<file path="src/rtl/pmod_button_debouncer_if.sv">
// Pin-side and event-stream signals of the PMOD button debouncer.
// master = the debouncer (producer of levels and events), slave = the consumer.
interface pmod_button_debouncer_if #(
    parameter int N_CH = 8
);
    logic [N_CH-1:0] pmod_in;
    logic [N_CH-1:0] state;
    logic [N_CH-1:0] press_pulse;
    logic [N_CH-1:0] release_pulse;
    logic            evt_valid;
    logic [2:0]      evt_ch;
    logic            evt_press;
    logic            evt_ready;
    logic            evt_ovf;

    modport master (
        input  pmod_in,
        input  evt_ready,
        output state,
        output press_pulse,
        output release_pulse,
        output evt_valid,
        output evt_ch,
        output evt_press,
        output evt_ovf
    );

    modport slave (
        output pmod_in,
        output evt_ready,
        input  state,
        input  press_pulse,
        input  release_pulse,
        input  evt_valid,
        input  evt_ch,
        input  evt_press,
        input  evt_ovf
    );
endinterface

</file>
<file path="src/rtl/pmod_button_debouncer.sv">
// Synchronises and debounces up to 8 PMOD buttons, emits press/release pulses and
// serialises them into a valid/ready event stream with a sticky overflow flag.
module pmod_button_debouncer #(
    parameter int N_CH            = 8,
    parameter int DEBOUNCE_CYCLES = 120000,
    parameter int ACTIVE_LOW      = 1
) (
    input  logic                          clk,
    input  logic                          rst,
    pmod_button_debouncer_if.master       bus
);
    localparam int              CNT_W    = $clog2(DEBOUNCE_CYCLES);
    localparam logic [CNT_W-1:0] CNT_LAST = CNT_W'(DEBOUNCE_CYCLES - 1);
    // Inactive pin level doubles as the polarity mask applied after synchronisation.
    localparam logic [N_CH-1:0]  INV      = (ACTIVE_LOW != 0) ? {N_CH{1'b1}} : {N_CH{1'b0}};

    logic [N_CH-1:0] sync1_reg;
    logic [N_CH-1:0] sync2_reg;
    logic [N_CH-1:0] lvl;
    logic [N_CH-1:0] commit;
    logic [N_CH-1:0] state_reg;
    logic [N_CH-1:0] press_reg;
    logic [N_CH-1:0] release_reg;

    logic [N_CH-1:0] pend_p_reg;
    logic [N_CH-1:0] pend_r_reg;
    logic [N_CH-1:0] pend_p_next;
    logic [N_CH-1:0] pend_r_next;
    logic [N_CH-1:0] clr_p;
    logic [N_CH-1:0] clr_r;
    logic            accept;
    logic            lost;
    logic            sel_any;
    logic [2:0]      sel_ch;
    logic            sel_press;

    logic            evt_valid_reg;
    logic [2:0]      evt_ch_reg;
    logic            evt_press_reg;
    logic            evt_ovf_reg;

    always_ff @(posedge clk) begin
        if (rst) begin
            sync1_reg <= INV;
            sync2_reg <= INV;
        end else begin
            sync1_reg <= bus.pmod_in;
            sync2_reg <= sync1_reg;
        end
    end

    assign lvl = sync2_reg ^ INV;

    genvar gi;
    generate
        for (gi = 0; gi < N_CH; gi++) begin : g_ch
            logic [CNT_W-1:0] cnt_reg;

            assign commit[gi] = (lvl[gi] != state_reg[gi]) && (cnt_reg == CNT_LAST);

            // Any sample matching the accepted level restarts the hold period.
            always_ff @(posedge clk) begin
                if (rst || (lvl[gi] == state_reg[gi]) || commit[gi]) begin
                    cnt_reg <= '0;
                end else begin
                    cnt_reg <= cnt_reg + 1'b1;
                end
            end
        end
    endgenerate

    always_ff @(posedge clk) begin
        if (rst) begin
            state_reg   <= '0;
            press_reg   <= '0;
            release_reg <= '0;
        end else begin
            state_reg   <= state_reg ^ commit;
            press_reg   <= commit & lvl;
            release_reg <= commit & ~lvl;
        end
    end

    always_comb begin
        accept = evt_valid_reg & bus.evt_ready;
        clr_p  = '0;
        clr_r  = '0;
        for (int i = 0; i < N_CH; i++) begin
            if (accept && (evt_ch_reg == 3'(i))) begin
                if (evt_press_reg) begin
                    clr_p[i] = 1'b1;
                end else begin
                    clr_r[i] = 1'b1;
                end
            end
        end

        // A same-cycle set wins over the accept-clear, so the pulse is never lost there.
        pend_p_next = (pend_p_reg & ~clr_p) | press_reg;
        pend_r_next = (pend_r_reg & ~clr_r) | release_reg;
        lost        = (|(press_reg & pend_p_reg & ~clr_p)) | (|(release_reg & pend_r_reg & ~clr_r));

        sel_any   = |(pend_p_next | pend_r_next);
        sel_ch    = '0;
        sel_press = 1'b0;
        for (int i = N_CH - 1; i >= 0; i--) begin
            if (pend_p_next[i] || pend_r_next[i]) begin
                sel_ch    = 3'(i);
                sel_press = pend_p_next[i];
            end
        end
    end

    always_ff @(posedge clk) begin
        if (rst) begin
            pend_p_reg    <= '0;
            pend_r_reg    <= '0;
            evt_valid_reg <= 1'b0;
            evt_ch_reg    <= '0;
            evt_press_reg <= 1'b0;
            evt_ovf_reg   <= 1'b0;
        end else begin
            pend_p_reg  <= pend_p_next;
            pend_r_reg  <= pend_r_next;
            evt_ovf_reg <= evt_ovf_reg | lost;
            // A presented event is frozen until the consumer takes it.
            if (!evt_valid_reg || accept) begin
                evt_valid_reg <= sel_any;
                evt_ch_reg    <= sel_ch;
                evt_press_reg <= sel_press;
            end
        end
    end

    assign bus.state         = state_reg;
    assign bus.press_pulse   = press_reg;
    assign bus.release_pulse = release_reg;
    assign bus.evt_valid     = evt_valid_reg;
    assign bus.evt_ch        = evt_ch_reg;
    assign bus.evt_press     = evt_press_reg;
    assign bus.evt_ovf       = evt_ovf_reg;
endmodule
</file>
<file path="src/flat_wrapper.sv">
// flat-port wrapper written by rule: the top's interface ports become plain ports
module pmod_button_debouncer_flat 
#(
    parameter int N_CH            = 8,
    parameter int DEBOUNCE_CYCLES = 120000,
    parameter int ACTIVE_LOW      = 1
)
  (clk, rst, bus_pmod_in, bus_evt_ready, bus_state, bus_press_pulse, bus_release_pulse, bus_evt_valid, bus_evt_ch, bus_evt_press, bus_evt_ovf);
  pmod_button_debouncer_if #(.N_CH(N_CH)) bus_i ();
  input  logic clk;
  input  logic rst;
  input wire logic [$bits(bus_i.pmod_in)-1:0] bus_pmod_in;
  input wire logic [$bits(bus_i.evt_ready)-1:0] bus_evt_ready;
  output wire logic [$bits(bus_i.state)-1:0] bus_state;
  output wire logic [$bits(bus_i.press_pulse)-1:0] bus_press_pulse;
  output wire logic [$bits(bus_i.release_pulse)-1:0] bus_release_pulse;
  output wire logic [$bits(bus_i.evt_valid)-1:0] bus_evt_valid;
  output wire logic [$bits(bus_i.evt_ch)-1:0] bus_evt_ch;
  output wire logic [$bits(bus_i.evt_press)-1:0] bus_evt_press;
  output wire logic [$bits(bus_i.evt_ovf)-1:0] bus_evt_ovf;
  assign bus_i.pmod_in = bus_pmod_in;
  assign bus_i.evt_ready = bus_evt_ready;
  assign bus_state = bus_i.state;
  assign bus_press_pulse = bus_i.press_pulse;
  assign bus_release_pulse = bus_i.release_pulse;
  assign bus_evt_valid = bus_i.evt_valid;
  assign bus_evt_ch = bus_i.evt_ch;
  assign bus_evt_press = bus_i.evt_press;
  assign bus_evt_ovf = bus_i.evt_ovf;
  pmod_button_debouncer #(.N_CH(N_CH), .DEBOUNCE_CYCLES(DEBOUNCE_CYCLES), .ACTIVE_LOW(ACTIVE_LOW)) u_core (.clk(clk), .rst(rst), .bus(bus_i));
endmodule
</file>
<file path="config.mk">
export PLATFORM = sky130hd
export DESIGN_NAME = pmod_button_debouncer_flat
export DESIGN_NICKNAME = d
export VERILOG_FILES = /design/src/rtl/pmod_button_debouncer_if.sv /design/src/rtl/pmod_button_debouncer.sv /design/src/flat_wrapper.sv
export SDC_FILE = /design/constraint.sdc
export NUM_CORES = 1
export LEC_CHECK = 0
export BUFFER_PORTS_ARGS = -buffer_cell sky130_fd_sc_hd__buf_2
export CORE_MARGIN = 4
export CORE_UTILIZATION = 42
export CTS_CLUSTER_DIAMETER = 150
export DETAILED_ROUTE_END_ITERATION = 10
export PLACE_DENSITY = 0.67
export SLEW_MARGIN = 20
export SYNTH_ARGS = -nofsm -noshare
export SYNTH_HDL_FRONTEND = slang
export SYNTH_SLANG_ARGS = --single-unit
</file>
<file path="constraint.sdc">
create_clock -name clk -period 2.94 [get_ports clk]
set_input_delay 0.441 -clock clk [delete_from_list [all_inputs] [get_ports clk]]
set_output_delay 0.441 -clock clk [all_outputs]
set_load 0.03 [all_outputs]
</file>
==> tab_implementation.tex, run 1 <==
\begin{tabular}{lr}
\hline
Metric & Value \\
\hline
\multicolumn{2}{l}{\textbf{Synthesis}} \\
\quad Portion of the post-synthesis area used by sequential elements & 48.30\% \\
\quad Most area-hungry cell type in the Yosys netlist & sky130\_fd\_sc\_hd\_\_dfxtp\_1 \\
\quad Number of flops mapped to enable cells by yosys & 0 \\
\quad Net count after synthesis & 954 \\
\quad Post-synthesis instance area & between 0.008 and 0.009 mm\^{}2 \\
\quad Synth async-reset ratio & 0\% \\
\quad Count of warnings emitted by yosys & 0 \\
\quad Main area contributors after synthesis & sky130\_fd\_sc\_hd\_\_dfxtp\_1 (48\%), sky130\_fd\_sc\_hd\_\_nor2\_1 (8.6\%), sky130\_fd\_sc\_hd\_\_xor2\_1 (8.1\%), sky130\_fd\_sc\_hd\_\_xnor2\_1 (4.5\%), sky130\_fd\_sc\_hd\_\_nand3\_1 (4.0\%) \\
\quad Flops \& latches, synth & 198 \\
\quad Post-Synthesis Mean Instance Area & about 9 um\^{}2 \\
\quad Synth Instances & a little over 900 \\
\quad Synth Flop Type & sky130\_fd\_sc\_hd\_\_dfxtp\_1 \\
\quad Fraction of synthesized cell area taken by the top area cell type & 48.30\% \\
\quad Post-synth cell types & 56 \\
\multicolumn{2}{l}{\textbf{Routing}} \\
\quad Routed wire per std cell & about 12 um \\
\quad DRC marker count from the first detailed-route iteration & 278 \\
\quad Via count & slightly above 6,000 \\
\quad DRC violations left & 0 \\
\quad Post-detailed-route count of antenna-violating nets & 0 \\
\quad Via density per instance & 4.933 \\
\quad Total routed wirelength & 15,480 um \\
\quad Number of detailed-routing iterations run before antenna repair & 4 \\
\multicolumn{2}{l}{\textbf{Global routing}} \\
\quad Wire length of the first global-routing pass & 27,120 um \\
\quad Global-route usage over all layers & 14.83\% \\
\quad Via count of the first global-routing pass & 5,768 \\
\quad Number of antenna violations at the first check in global routing & 0 \\
\quad Pin count of the biggest net entering global routing & 37 \\
\quad Total congestion overflow & 0 \\
\multicolumn{2}{l}{\textbf{Setup path}} \\
\quad Critical-path cell with the highest stage delay & sky130\_fd\_sc\_hd\_\_dfxtp\_1 \\
\quad Longest individual stage delay on the worst path & 640 ps \\
\quad Endpoint arrival time on the critical path & between 2000 and 3000 ps \\
\quad Worst Setup Start Kind & flip-flop \\
\quad Sort of element at the end of the critical path & flip-flop \\
\quad Cell-by-cell listing of the critical path & nor2b\_1 > a31oi\_1 > nor4\_1 > o21ai\_1 > a32o\_1 \\
\quad Classification of the worst setup path & flip-flop to flip-flop \\
\quad Max Fanout on Critical Path & 14 \\
\quad Critical path required time & around 3300 ps \\
\multicolumn{2}{l}{\textbf{STA}} \\
\quad Post-route clock period utilization & 79.03\% \\
\quad Post-Route Setup TNS & 0 ps \\
\quad Max-slew headroom at the worst pin & 46.52\% \\
\quad Maximum clock rate & 0.4304 GHz \\
\quad Transition time of the tightest slew-check pin & between 700 and 800 ps \\
\quad Max-slew violation total from the final report & 0 \\
\quad Clock skew & roughly 8.1 ps \\
\quad RSZ-0062 raised after global routing & no \\
\quad Clock period minus final worst setup slack & $\sim$2300 ps \\
\quad Final Hold Viols & 0 \\
\quad Setup violations, final & 0 \\
\multicolumn{2}{l}{\textbf{Power}} \\
\quad LEAKAGE & 3.115 nW \\
\quad Part of the power in combinational logic & 1.1\% \\
\quad Worst vdd ir & 0.3393 mV \\
\quad Register share of total power & 54.0\% \\
\quad Sw Ratio & 21.96\% \\
\quad P\_int & 3.905 mW \\
\quad Power density over cell area & around 540 mW/mm\^{}2 \\
\quad Net load switching power & 1.099 mW \\
\quad Clock power share & about 45\% \\
\multicolumn{2}{l}{\textbf{Die}} \\
\quad Number of ports placed on the die boundary & 41 \\
\quad Std cell rows & 50 \\
\quad Die outline area & $\sim$0.022 mm\^{}2 \\
\quad Core region area & 0.01896 mm\^{}2 \\
\quad Horiz. Die Dim & 147.8 um \\
\quad Initial Utilization & 43.29\% \\
\quad Height of the die & 147.8 um \\
\multicolumn{2}{l}{\textbf{Finish}} \\
\quad Net count, final & 991 \\
\quad Flip-flop count of the largest register after layout & $\sim$140 \\
\quad Post-route cell area & 0.009203 mm\^{}2 \\
\quad Fraction of final layout cells with drive strength greater than 1 & between 10 and 15\% \\
\quad Number of filler instances in the final layout & 1,836 \\
\quad Antenna diode instance count & 0 \\
\quad Area growth, synth to finish & 12.14\% \\
\multicolumn{2}{l}{\textbf{Clock network}} \\
\quad Clock transition time at the flip-flop clock pins of the worst setup and hold paths & $\sim$70 ps \\
\quad Post-cts gate resize count & 0 \\
\quad Hold-fix buffer count after cts & 0 \\
\quad Clock network latency to the later pin of the worst-skew pair & 430 ps \\
\quad Postcts setup bufs & 0 \\
\quad Max Buffers Root-to-Sink & 2 \\
\quad Number of H-tree branching levels & 4 \\
\quad Number of clock buffers inserted by TritonCTS & 17 \\
\quad Buffer type at the clock tree root & sky130\_fd\_sc\_hd\_\_clkbuf\_16 \\
\quad TritonCTS clock tree & built \\
\quad Clock tree sinks & 198 \\
\multicolumn{2}{l}{\textbf{Placed design}} \\
\quad Final Wtd Congestion & 0.8976 \\
\quad Final HPWL DP & 10,760 um \\
\quad Port Buffers & 40 \\
\quad Dpl cell area & 0.008632 mm\^{}2 \\
\multicolumn{2}{l}{\textbf{Worst hold path}} \\
\quad Hold crit path type & input port to flip-flop \\
\multicolumn{2}{l}{\textbf{Run status}} \\
\quad Result of the run & finished clean \\
\multicolumn{2}{l}{\textbf{Run}} \\
\quad Max capacitance violation total & 0 \\
\hline
\end{tabular}
-- layout by cell type (no fill, tap or decap), types with 2 or more instances in the layout --
cell / n
sky130_fd_sc_hd__dfxtp_1: 198
sky130_fd_sc_hd__nor2_1: 189
sky130_fd_sc_hd__nand2_1: 79
sky130_fd_sc_hd__xor2_1: 76
sky130_fd_sc_hd__nand3_1: 65
sky130_fd_sc_hd__xnor2_1: 42
sky130_fd_sc_hd__buf_2: 40
sky130_fd_sc_hd__nand4_1: 24
sky130_fd_sc_hd__or2_2: 23
sky130_fd_sc_hd__a21oi_1: 23
sky130_fd_sc_hd__nor3_1: 21
sky130_fd_sc_hd__and3_1: 21
sky130_fd_sc_hd__or3_1: 17
sky130_fd_sc_hd__inv_1: 17
sky130_fd_sc_hd__clkbuf_16: 17
sky130_fd_sc_hd__nor2b_1: 10
sky130_fd_sc_hd__o21ai_0: 9
sky130_fd_sc_hd__a31oi_1: 9
sky130_fd_sc_hd__and4_1: 8
sky130_fd_sc_hd__ha_1: 8
sky130_fd_sc_hd__a211oi_1: 7
sky130_fd_sc_hd__nor4b_1: 6
sky130_fd_sc_hd__inv_6: 6
sky130_fd_sc_hd__nor4bb_1: 5
sky130_fd_sc_hd__clkinv_4: 5
sky130_fd_sc_hd__and2_1: 4
sky130_fd_sc_hd__nand2b_1: 4
sky130_fd_sc_hd__buf_4: 4
sky130_fd_sc_hd__nand4b_1: 3
sky130_fd_sc_hd__nor4_1: 3
sky130_fd_sc_hd__a21boi_0: 3
sky130_fd_sc_hd__a32oi_1: 3
sky130_fd_sc_hd__nand2_2: 2
sky130_fd_sc_hd__and4b_1: 2
sky130_fd_sc_hd__and4bb_2: 2
sky130_fd_sc_hd__a41oi_1: 2
sky130_fd_sc_hd__o31a_1: 2
sky130_fd_sc_hd__or2_0: 2
sky130_fd_sc_hd__o21ai_1: 2
sky130_fd_sc_hd__clkinvlp_4: 2
-- worst max-delay path: cells and delay by family, from the launching register on --
family             cells  cell delay (ps)
AOI/OAI and AO/OA      3              610
DFF                    1              640
and+or+nand+nor        2              970
-- area by class of cell --
cell class                      instances  area, um^2  share of cell area, %
Clock buffer                           18       429.2                  4.663
Clock inverter                         14       141.4                  1.536
Inverter                               17       63.81                 0.6934
Multi-Input combinational cell        694        4049                  44.00
Sequential cell                       198        3964                  43.07
Tap cell                              260       325.3                  3.535
Timing Repair Buffer                   44       230.2                  2.502
-- cells in the mapped netlist, drive strengths merged (3+ instances only) --
cell type	instances
ha	8
and2	4
a21oi	24
nor2	189
or2	25
dfxtp	198
buf	17
nand2	81
nor4b	7
nand3	65
o21ai	11
nor4bb	5
or3	17
a211oi	8
nor4	3
a41oi	3
nand2b	4
and4	8
clkbuf	9
nand4b	3
a21boi	3
a32oi	3
xor2	76
and3	22
nor3	21
inv	17
xnor2	42
nor2b	10
nand4	24
a31oi	9
-- power by group through the flow --
| stage | Clock (mW) | Sequential (mW) | Combinational (mW) |
|---|---|---|---|
| after global placement | 0 | 2.76 | 0.0570 |
| after global routing | 2.44 | 2.70 | 0.0643 |
| after floorplan | 0 | 2.76 | 0.0416 |
| final | 2.25 | 2.70 | 0.0556 |
| after detailed placement | 0 | 2.76 | 0.0571 |
| after CTS | 2.32 | 2.70 | 0.0572 |
-- metal layers --
layer  GRT usage (%)  wire [um]  share of wire (%)  up-vias
li1                -          -                  -     3247
met5               0          0                  0        -
met2           23.93       7010                 45       67
met3           4.200        506                3.3       14
met1           19.88       7802                 50     2813
met4           3.308        164                1.1        0
-- worst paths after layout --
| path | slack (ps) | depth (start not counted) | from | to |
|---|---|---|---|---|
| worst min register to register | 410 | 1 | u_core.sync1_reg[3] | u_core.sync2_reg[3] |
| worst min-delay path | 190 | 2 | bus_pmod_in[6] | u_core.sync1_reg[6] |
| worst max register to register | 620 | 5 | u_core.bus.evt_ch[1] | u_core.bus.evt_ch[1] |
| worst max-delay path | 620 | 5 | u_core.bus.evt_ch[1] | u_core.bus.evt_ch[1] |
-- stage by stage --
stage	util [%]	cells	worst slack, ps	hold WS [ps]	power (mW)
2_1_floorplan	-	935	978.0	389.5	2.804
3_3_place_gp	45.54	1213	734.1	392.0	2.821
3_5_place_dp	45.54	1213	698.3	392.8	2.821
4_1_cts	48.55	1245	659.6	172.5	5.075
5_1_grt	48.55	1245	365.0	171.0	5.206
6_report	48.55	1245	616.6	189.9	5.003
-- kinds of logic after synthesis --
kind of cell             count (synthesis)  synth area share (%)
AO/OA/AOI/OAI                           72                 5.855
XOR/XNOR                               118                 12.59
adder cells (fa/ha/maj)                  8                 1.220
buffers and inverters                   43                 2.363
flip-flops                             198                 48.30
AND/OR/NAND/NOR                        496                 29.67
Power figures use the tool's default switching activity.
==> run 2, diff against run 1 <==
Settings changed: ABC_AREA set to 1, PLACE_DENSITY 0.67 to 0.69.
Clock period 2.94 ns to 1.9 ns, I/O delays scaled along.
==> tab_implementation.tex, run 2 <==
\begin{tabular}{lr}
\hline
Metric & Value \\
\hline
\multicolumn{2}{l}{\textbf{Power}} \\
\quad Worst vdd ir & about 0.63 mV \\
\quad LEAKAGE & 3.867 nW \\
\quad Total Power Consumption & between 7 and 8 mW \\
\quad Power density over cell area & approximately 770 mW/mm\^{}2 \\
\multicolumn{2}{l}{\textbf{Run status}} \\
\quad Violations in the final reports & negative setup slack \\
\quad Result of the run & finished with violations \\
\multicolumn{2}{l}{\textbf{Setup path}} \\
\quad Max Fanout on Critical Path & 3 \\
\quad Critical-path cell with the highest stage delay & sky130\_fd\_sc\_hd\_\_dfxtp\_2 \\
\quad Logic depth of the worst path, buffers included & 14 \\
\quad Cell repeated most along the worst path & sky130\_fd\_sc\_hd\_\_inv\_2 \\
\quad Critical path required time & roughly 2200 ps \\
\quad Longest individual stage delay on the worst path & between 300 and 400 ps \\
\quad Worst Setup Start Kind & flip-flop \\
\quad Total buffers and inverters traversed by the critical path & 4 \\
\quad Family with the most delay on the worst path & simple AND/OR/NAND/NOR gates \\
\quad Worst reg-to-reg path cell count & 14 \\
\quad Endpoint arrival time on the critical path & 2290 ps \\
\quad Cell-by-cell listing of the critical path & ha\_4 > nand2\_2 > inv\_2 > nand4\_1 > inv\_2 > nand2\_2 > nor3b\_2 > inv\_1 > nor3\_2 > inv\_2 > nor3\_4 > nand3\_2 > o21ai\_2 > a21oi\_2 \\
\quad Sort of element at the end of the critical path & flip-flop \\
\quad Classification of the worst setup path & flip-flop to flip-flop \\
\multicolumn{2}{l}{\textbf{Clock network}} \\
\quad Number of clock buffers inserted by TritonCTS & 17 \\
\quad Clock network latency to the later pin of the worst-skew pair & 420 ps \\
\quad Clock tree sinks & 198 \\
\quad TritonCTS clock tree & built \\
\quad Hold-fix buffer count after cts & 0 \\
\quad Clock transition time at the flip-flop clock pins of the worst setup and hold paths & 60 ps \\
\quad Max Buffers Root-to-Sink & 2 \\
\quad Number of H-tree branching levels & 4 \\
\quad Buffer type at the clock tree root & sky130\_fd\_sc\_hd\_\_clkbuf\_16 \\
\multicolumn{2}{l}{\textbf{Die}} \\
\quad Core region area & 0.01953 mm\^{}2 \\
\quad Number of ports placed on the die boundary & 41 \\
\quad Horiz. Die Dim & 148.9 um \\
\quad Std cell rows & slightly above 50 \\
\quad Initial Utilization & 42.71\% \\
\quad Height of the die & about 150 um \\
\quad Die outline area & 0.02217 mm\^{}2 \\
\multicolumn{2}{l}{\textbf{Finish}} \\
\quad Highest-count cells in the layout ignoring fill and taps & sky130\_fd\_sc\_hd\_\_dfxtp\_1 (180), sky130\_fd\_sc\_hd\_\_inv\_1 (159), sky130\_fd\_sc\_hd\_\_nand2\_1 (153), sky130\_fd\_sc\_hd\_\_nor2\_1 (113), sky130\_fd\_sc\_hd\_\_a21oi\_1 (85) \\
\quad Flip-flop count of the largest register after layout & 136 \\
\quad Net count, final & approximately 1,200 \\
\quad Antenna diode instance count & 0 \\
\quad Most common cell after layout, fill and taps aside & sky130\_fd\_sc\_hd\_\_dfxtp\_1 \\
\quad Area growth, synth to finish & 24.65\% \\
\quad Fraction of final layout cells with drive strength greater than 1 & between 20 and 25\% \\
\multicolumn{2}{l}{\textbf{Global routing}} \\
\quad Wire length of the first global-routing pass & 29,120 um \\
\quad Pin count of the biggest net entering global routing & 30 \\
\quad Number of antenna violations at the first check in global routing & 0 \\
\quad Total congestion overflow & 0 \\
\quad Via count of the first global-routing pass & 6,659 \\
\quad Global-route usage over all layers & around 16\% \\
\multicolumn{2}{l}{\textbf{Routing}} \\
\quad Via count & 7,212 \\
\quad Number of detailed-routing iterations run before antenna repair & 5 \\
\quad Routed wire per std cell & 11.93 um \\
\quad Total routed wirelength & 17,810 um \\
\quad Post-detailed-route count of antenna-violating nets & 0 \\
\quad DRC violations left & 0 \\
\quad DRC marker count from the first detailed-route iteration & 344 \\
\quad Via density per instance & between 4 and 5 \\
\multicolumn{2}{l}{\textbf{Synthesis}} \\
\quad Portion of the post-synthesis area used by sequential elements & between 40\% and 50\% \\
\quad Post-Synthesis Mean Instance Area & roughly 7.6 um\^{}2 \\
\quad Most frequently used cell type in the post-synthesis netlist & sky130\_fd\_sc\_hd\_\_dfxtp\_1 \\
\quad Most area-hungry cell type in the Yosys netlist & sky130\_fd\_sc\_hd\_\_dfxtp\_1 \\
\quad Fraction of synthesized cell area taken by the top area cell type & a little under half \\
\quad Flops \& latches, synth & 198 \\
\quad Top cells by count, synth & sky130\_fd\_sc\_hd\_\_dfxtp\_1 (198), sky130\_fd\_sc\_hd\_\_inv\_1 (168), sky130\_fd\_sc\_hd\_\_nand2\_1 (166), sky130\_fd\_sc\_hd\_\_nor2\_1 (137), sky130\_fd\_sc\_hd\_\_a21oi\_1 (89) \\
\quad Net count after synthesis & around 1,100 \\
\quad Synth Flop Type & sky130\_fd\_sc\_hd\_\_dfxtp\_1 \\
\quad Count of warnings emitted by yosys & 0 \\
\quad Main area contributors after synthesis & sky130\_fd\_sc\_hd\_\_dfxtp\_1 (48\%), sky130\_fd\_sc\_hd\_\_inv\_1 (7.6\%), sky130\_fd\_sc\_hd\_\_nand2\_1 (7.5\%), sky130\_fd\_sc\_hd\_\_nor2\_1 (6.2\%), sky130\_fd\_sc\_hd\_\_a21oi\_1 (5.3\%) \\
\quad Number of flops mapped to enable cells by yosys & 0 \\
\quad Synth Instances & $\sim$1,100 \\
\quad Post-synth cell types & 45 \\
\quad Post-synthesis instance area & approximately 0.0083 mm\^{}2 \\
\quad Synth async-reset ratio & 0\% \\
\multicolumn{2}{l}{\textbf{STA}} \\
\quad Max-slew violation total from the final report & 0 \\
\quad Clock period minus final worst setup slack & 1975 ps \\
\quad Post-route clock period utilization & 104.0\% \\
\quad Setup violations, final & 1 \\
\quad Maximum clock rate & 0.5062 GHz \\
\quad Worst path setup slack after routing & -75.47 ps \\
\quad Final hold slack & 42.09 ps \\
\quad Max-slew headroom at the worst pin & 69.40\% \\
\quad Transition time of the tightest slew-check pin & 458.5 ps \\
\quad RSZ-0062 raised after global routing & yes \\
\quad Clock skew & 5.641 ps \\
\quad Final Hold Viols & 0 \\
\multicolumn{2}{l}{\textbf{Run}} \\
\quad Max capacitance violation total & 0 \\
\multicolumn{2}{l}{\textbf{Worst hold path}} \\
\quad Hold crit path type & input port to flip-flop \\
\quad Hold Crit Depth & 2 \\
\multicolumn{2}{l}{\textbf{Placed design}} \\
\quad Placement Setup Slack & -28.14 ps \\
\quad Final HPWL DP & 12,780 um \\
\quad Final Wtd Congestion & 0.8816 \\
\quad Port Buffers & 40 \\
\hline
\end{tabular}
[run 2: area by class of cell]
class	instances	area, um^2
Tap cell	265	331.6
Timing Repair Buffer	113	773.2
Multi-Input combinational cell	712	4049
Clock inverter	7	120.1
Fill cell	1895	9131
Sequential cell	198	3986
Inverter	174	653.1
Clock buffer	24	481.7
[run 2: stage by stage]
stage	util, %	instances	setup TNS [ps]	instance area, um^2
floorplan	-	1098	0	8339
global placement	47.28	1445	-39.65	9233
detailed placement	47.28	1445	-166.3	9233
CTS	50.56	1476	0	9872
global route	53.24	1493	-1116	10400
finish	53.24	1493	-75.47	10400
[run 2: path summary, 6_finish.rpt]
| kind | startpoint | to | slack [ps] |
|---|---|---|---|
| min reg2reg | u_core.sync1_reg[3] | u_core.sync2_reg[3] | 410 |
| min | bus_pmod_in[5] | u_core.sync1_reg[5] | 40 |
| max | u_core.g_ch[3].cnt_reg[1] | u_core.g_ch[3].cnt_reg[16] | -80 |
| max reg2reg | u_core.g_ch[3].cnt_reg[1] | u_core.g_ch[3].cnt_reg[16] | -80 |
[run 2: report_power, final]
| group | switching, mW | total [mW] | internal [mW] | leakage, nW |
|---|---|---|---|---|
| clock | 1.48 | 3.66 | 2.17 | 0.290 |
| combinational | 0.0757 | 0.129 | 0.0529 | 1.97 |
| sequential | 0.0123 | 4.18 | 4.17 | 1.61 |
| total | 1.57 | 7.97 | 6.40 | 3.87 |
[run 2: cell families after synthesis]
kind of cell | count (synthesis) | synth area share [%]
simple gates | 514 | 29.20
compound gates | 166 | 10.86
xor+xnor | 24 | 2.521
buf+inv | 188 | 8.687
flops | 198 | 47.53
fa+ha+maj | 8 | 1.200
[run 2: what timing repair did]
| item | in CTS | in global routing |
|---|---|---|
| buffers inserted | 0 | 18 |
| endpoints found under the setup margin | 10 | 89 |
| gates resized for setup | 10 | 118 |
| pin swaps | 0 | 40 |
| cloned | 0 | 0 |
[run 2: per-layer routing]
metal	share of wire, %	GRT usage [%]	routed length (um)
met1	46	20.01	8143
met2	50	26.86	8883
met3	3.1	3.707	551
met4	1.3	4.622	235
met5	0	0	0
==> run 3, diff against run 2 <==
Settings changed: SETUP_SLACK_MARGIN set to 0.3.
==> tab_implementation.tex, run 3 (synthesis results as in run 2) <==
\begin{tabular}{lr}
\hline
Metric & Value \\
\hline
\multicolumn{2}{l}{\textbf{Clock network}} \\
\quad Buffer type at the clock tree root & sky130\_fd\_sc\_hd\_\_clkbuf\_16 \\
\quad Clock network latency to the later pin of the worst-skew pair & 440 ps \\
\quad Number of clock buffers inserted by TritonCTS & 17 \\
\quad TritonCTS clock tree & built \\
\quad Hold-fix buffer count after cts & 0 \\
\quad Clock tree sinks & $\sim$200 \\
\quad Max Buffers Root-to-Sink & 2 \\
\quad Clock transition time at the flip-flop clock pins of the worst setup and hold paths & 80 ps \\
\quad Number of H-tree branching levels & 4 \\
\multicolumn{2}{l}{\textbf{Die}} \\
\quad Die outline area & between 0.02 and 0.025 mm\^{}2 \\
\quad Std cell rows & around 50 \\
\quad Horiz. Die Dim & 148.9 um \\
\quad Initial Utilization & 42.71\% \\
\quad Number of ports placed on the die boundary & 41 \\
\quad Core region area & 0.01953 mm\^{}2 \\
\quad Height of the die & roughly 150 um \\
\multicolumn{2}{l}{\textbf{Finish}} \\
\quad Area growth, synth to finish & 54.87\% \\
\quad Post-layout instance count excluding filler cells & 1,632 \\
\quad Most common cell after layout, fill and taps aside & sky130\_fd\_sc\_hd\_\_dfxtp\_1 \\
\quad Highest-count cells in the layout ignoring fill and taps & sky130\_fd\_sc\_hd\_\_dfxtp\_1 (149), sky130\_fd\_sc\_hd\_\_inv\_1 (133), sky130\_fd\_sc\_hd\_\_nand2\_1 (125), sky130\_fd\_sc\_hd\_\_buf\_4 (124), sky130\_fd\_sc\_hd\_\_buf\_6 (80) \\
\quad Antenna diode instance count & 0 \\
\quad Net count, final & $\sim$1,400 \\
\quad Flip-flop count of the largest register after layout & 136 \\
\quad Fraction of final layout cells with drive strength greater than 1 & 48.06\% \\
\multicolumn{2}{l}{\textbf{Run status}} \\
\quad Violations in the final reports & negative setup slack \\
\quad Result of the run & finished with violations \\
\multicolumn{2}{l}{\textbf{Power}} \\
\quad Power density over cell area & 612.0 mW/mm\^{}2 \\
\quad Worst vdd ir & 0.6351 mV \\
\quad LEAKAGE & 5.067 nW \\
\multicolumn{2}{l}{\textbf{Setup path}} \\
\quad Endpoint arrival time on the critical path & 2300 ps \\
\quad Max Fanout on Critical Path & 3 \\
\quad Classification of the worst setup path & flip-flop to flip-flop \\
\quad Sort of element at the end of the critical path & flip-flop \\
\quad Worst Setup Start Kind & flip-flop \\
\quad Critical path required time & between 2000 and 2500 ps \\
\multicolumn{2}{l}{\textbf{Global routing}} \\
\quad Wire length of the first global-routing pass & approximately 34,000 um \\
\quad Global-route usage over all layers & 18.66\% \\
\quad Via count of the first global-routing pass & 7,532 \\
\quad Number of antenna violations at the first check in global routing & 0 \\
\quad Total congestion overflow & 0 \\
\quad Pin count of the biggest net entering global routing & 29 \\
\multicolumn{2}{l}{\textbf{Routing}} \\
\quad DRC marker count from the first detailed-route iteration & just under 400 \\
\quad Via count & 8,257 \\
\quad DRC violations left & 0 \\
\quad Via density per instance & 5.059 \\
\quad Post-detailed-route count of antenna-violating nets & 0 \\
\quad Number of detailed-routing iterations run before antenna repair & 5 \\
\quad Routed wire per std cell & 15.03 um \\
\quad Total routed wirelength & 24,520 um \\
\multicolumn{2}{l}{\textbf{STA}} \\
\quad Clock skew & between 10 and 15 ps \\
\quad Max-slew headroom at the worst pin & 43.61\% \\
\quad Worst path setup slack after routing & -34.78 ps \\
\quad Max-slew violation total from the final report & 0 \\
\quad RSZ-0062 raised after global routing & yes \\
\quad Post-route clock period utilization & 101.8\% \\
\quad Clock period minus final worst setup slack & 1935 ps \\
\quad Post-Route Setup TNS & -34.78 ps \\
\quad Transition time of the tightest slew-check pin & between 800 and 900 ps \\
\quad Setup violations, final & 1 \\
\quad Final Hold Viols & 0 \\
\quad Maximum clock rate & 0.5169 GHz \\
\multicolumn{2}{l}{\textbf{Worst hold path}} \\
\quad Hold crit path type & input port to flip-flop \\
\multicolumn{2}{l}{\textbf{Placed design}} \\
\quad Port Buffers & 40 \\
\quad \# placed instances & 1,418 \\
\quad Final HPWL DP & around 12,000 um \\
\quad Final Wtd Congestion & 0.8429 \\
\multicolumn{2}{l}{\textbf{Run}} \\
\quad Max capacitance violation total & 0 \\
\hline
\end{tabular}
-- run 3: cell types whose count changed in the layout (fill, tap and decap cells not counted), sizes merged --
cell / previous run / this run
buf: 113 / 248
bufinv: 3 / 1
clkbuf: 24 / 18
clkinv: 3 / 7
clkinvlp: 1 / 5
inv: 174 / 178
-- run 3: what timing repair did --
action / 4_1_cts / 5_1_grt
setup buffers: 115 / 61
resized for setup: 210 / 309
setup endpoints to repair: 123 / 149
pin swaps: 74 / 102
cloned: 3 / 3
-- run 3: where the power goes --
group	switching, mW	internal (mW)	total (mW)
clock	1.70	1.85	3.55
combinational	0.109	0.0908	0.200
sequential	0.0157	4.14	4.15
total	1.83	6.08	7.90
-- run 3: metal layers --
metal | up-vias | track usage [%] | share of wire [%]
li1 | 4103 | - | -
met1 | 3923 | 21.41 | 40
met2 | 172 | 33.79 | 53
met3 | 59 | 3.555 | 3.0
met4 | 0 | 7.963 | 3.4
met5 | - | 0 | 0
-- run 3: worst max-delay path, cell delays in order, from the launching register on --
cell	delay, ps
sky130_fd_sc_hd__dfxtp_2	380
sky130_fd_sc_hd__nand2_4	80
sky130_fd_sc_hd__buf_6	130
sky130_fd_sc_hd__nor2_4	130
sky130_fd_sc_hd__nand3_2	160
sky130_fd_sc_hd__inv_2	120
sky130_fd_sc_hd__nand4_1	130
sky130_fd_sc_hd__nor3_2	190
sky130_fd_sc_hd__nand2_1	120
sky130_fd_sc_hd__nor2_2	160
sky130_fd_sc_hd__a21oi_2	80
sky130_fd_sc_hd__nor3_2	180
-- run 3: stage by stage --
step / total power, mW / hold WS (ps) / worst slack, ps / utilization [%] / cell area [um^2]
2_1_floorplan: 4.346 / 388.8 / 155.8 / - / 8478
3_3_place_gp: 4.392 / 392.0 / 37.98 / 46.89 / 9156
3_5_place_dp: 4.395 / 394.0 / -1.180 / 46.89 / 9156
4_1_cts: 7.921 / 12.94 / 101.7 / 58.18 / 11360
5_1_grt: 8.141 / 12.98 / -124.0 / 66.14 / 12910
6_report: 7.904 / 29.42 / -34.78 / 66.14 / 12910
-- run 3: final timing paths --
| check | to | cells past startpoint | from | slack (ps) |
|---|---|---|---|---|
| setup / recovery | u_core.g_ch[4].cnt_reg[15] | 11 | u_core.g_ch[4].cnt_reg[4] | -30 |
| hold reg to reg | u_core.sync2_reg[5] | 1 | u_core.sync1_reg[5] | 410 |
| hold / removal | u_core.sync1_reg[5] | 2 | bus_pmod_in[5] | 30 |
| setup reg to reg | u_core.g_ch[4].cnt_reg[15] | 11 | u_core.g_ch[4].cnt_reg[4] | -30 |
-- run 3: layout make-up --
class | count | area, um^2
fill | 1444 | 6611
multi-input combinational | 712 | 5106
sequential | 198 | 4078
timing repair buffer | 248 | 2120
inverter | 174 | 685.7
clock buffer | 18 | 429.2
tap | 265 | 331.6
clock inverter | 14 | 141.4
timing repair inverter | 3 | 23.77
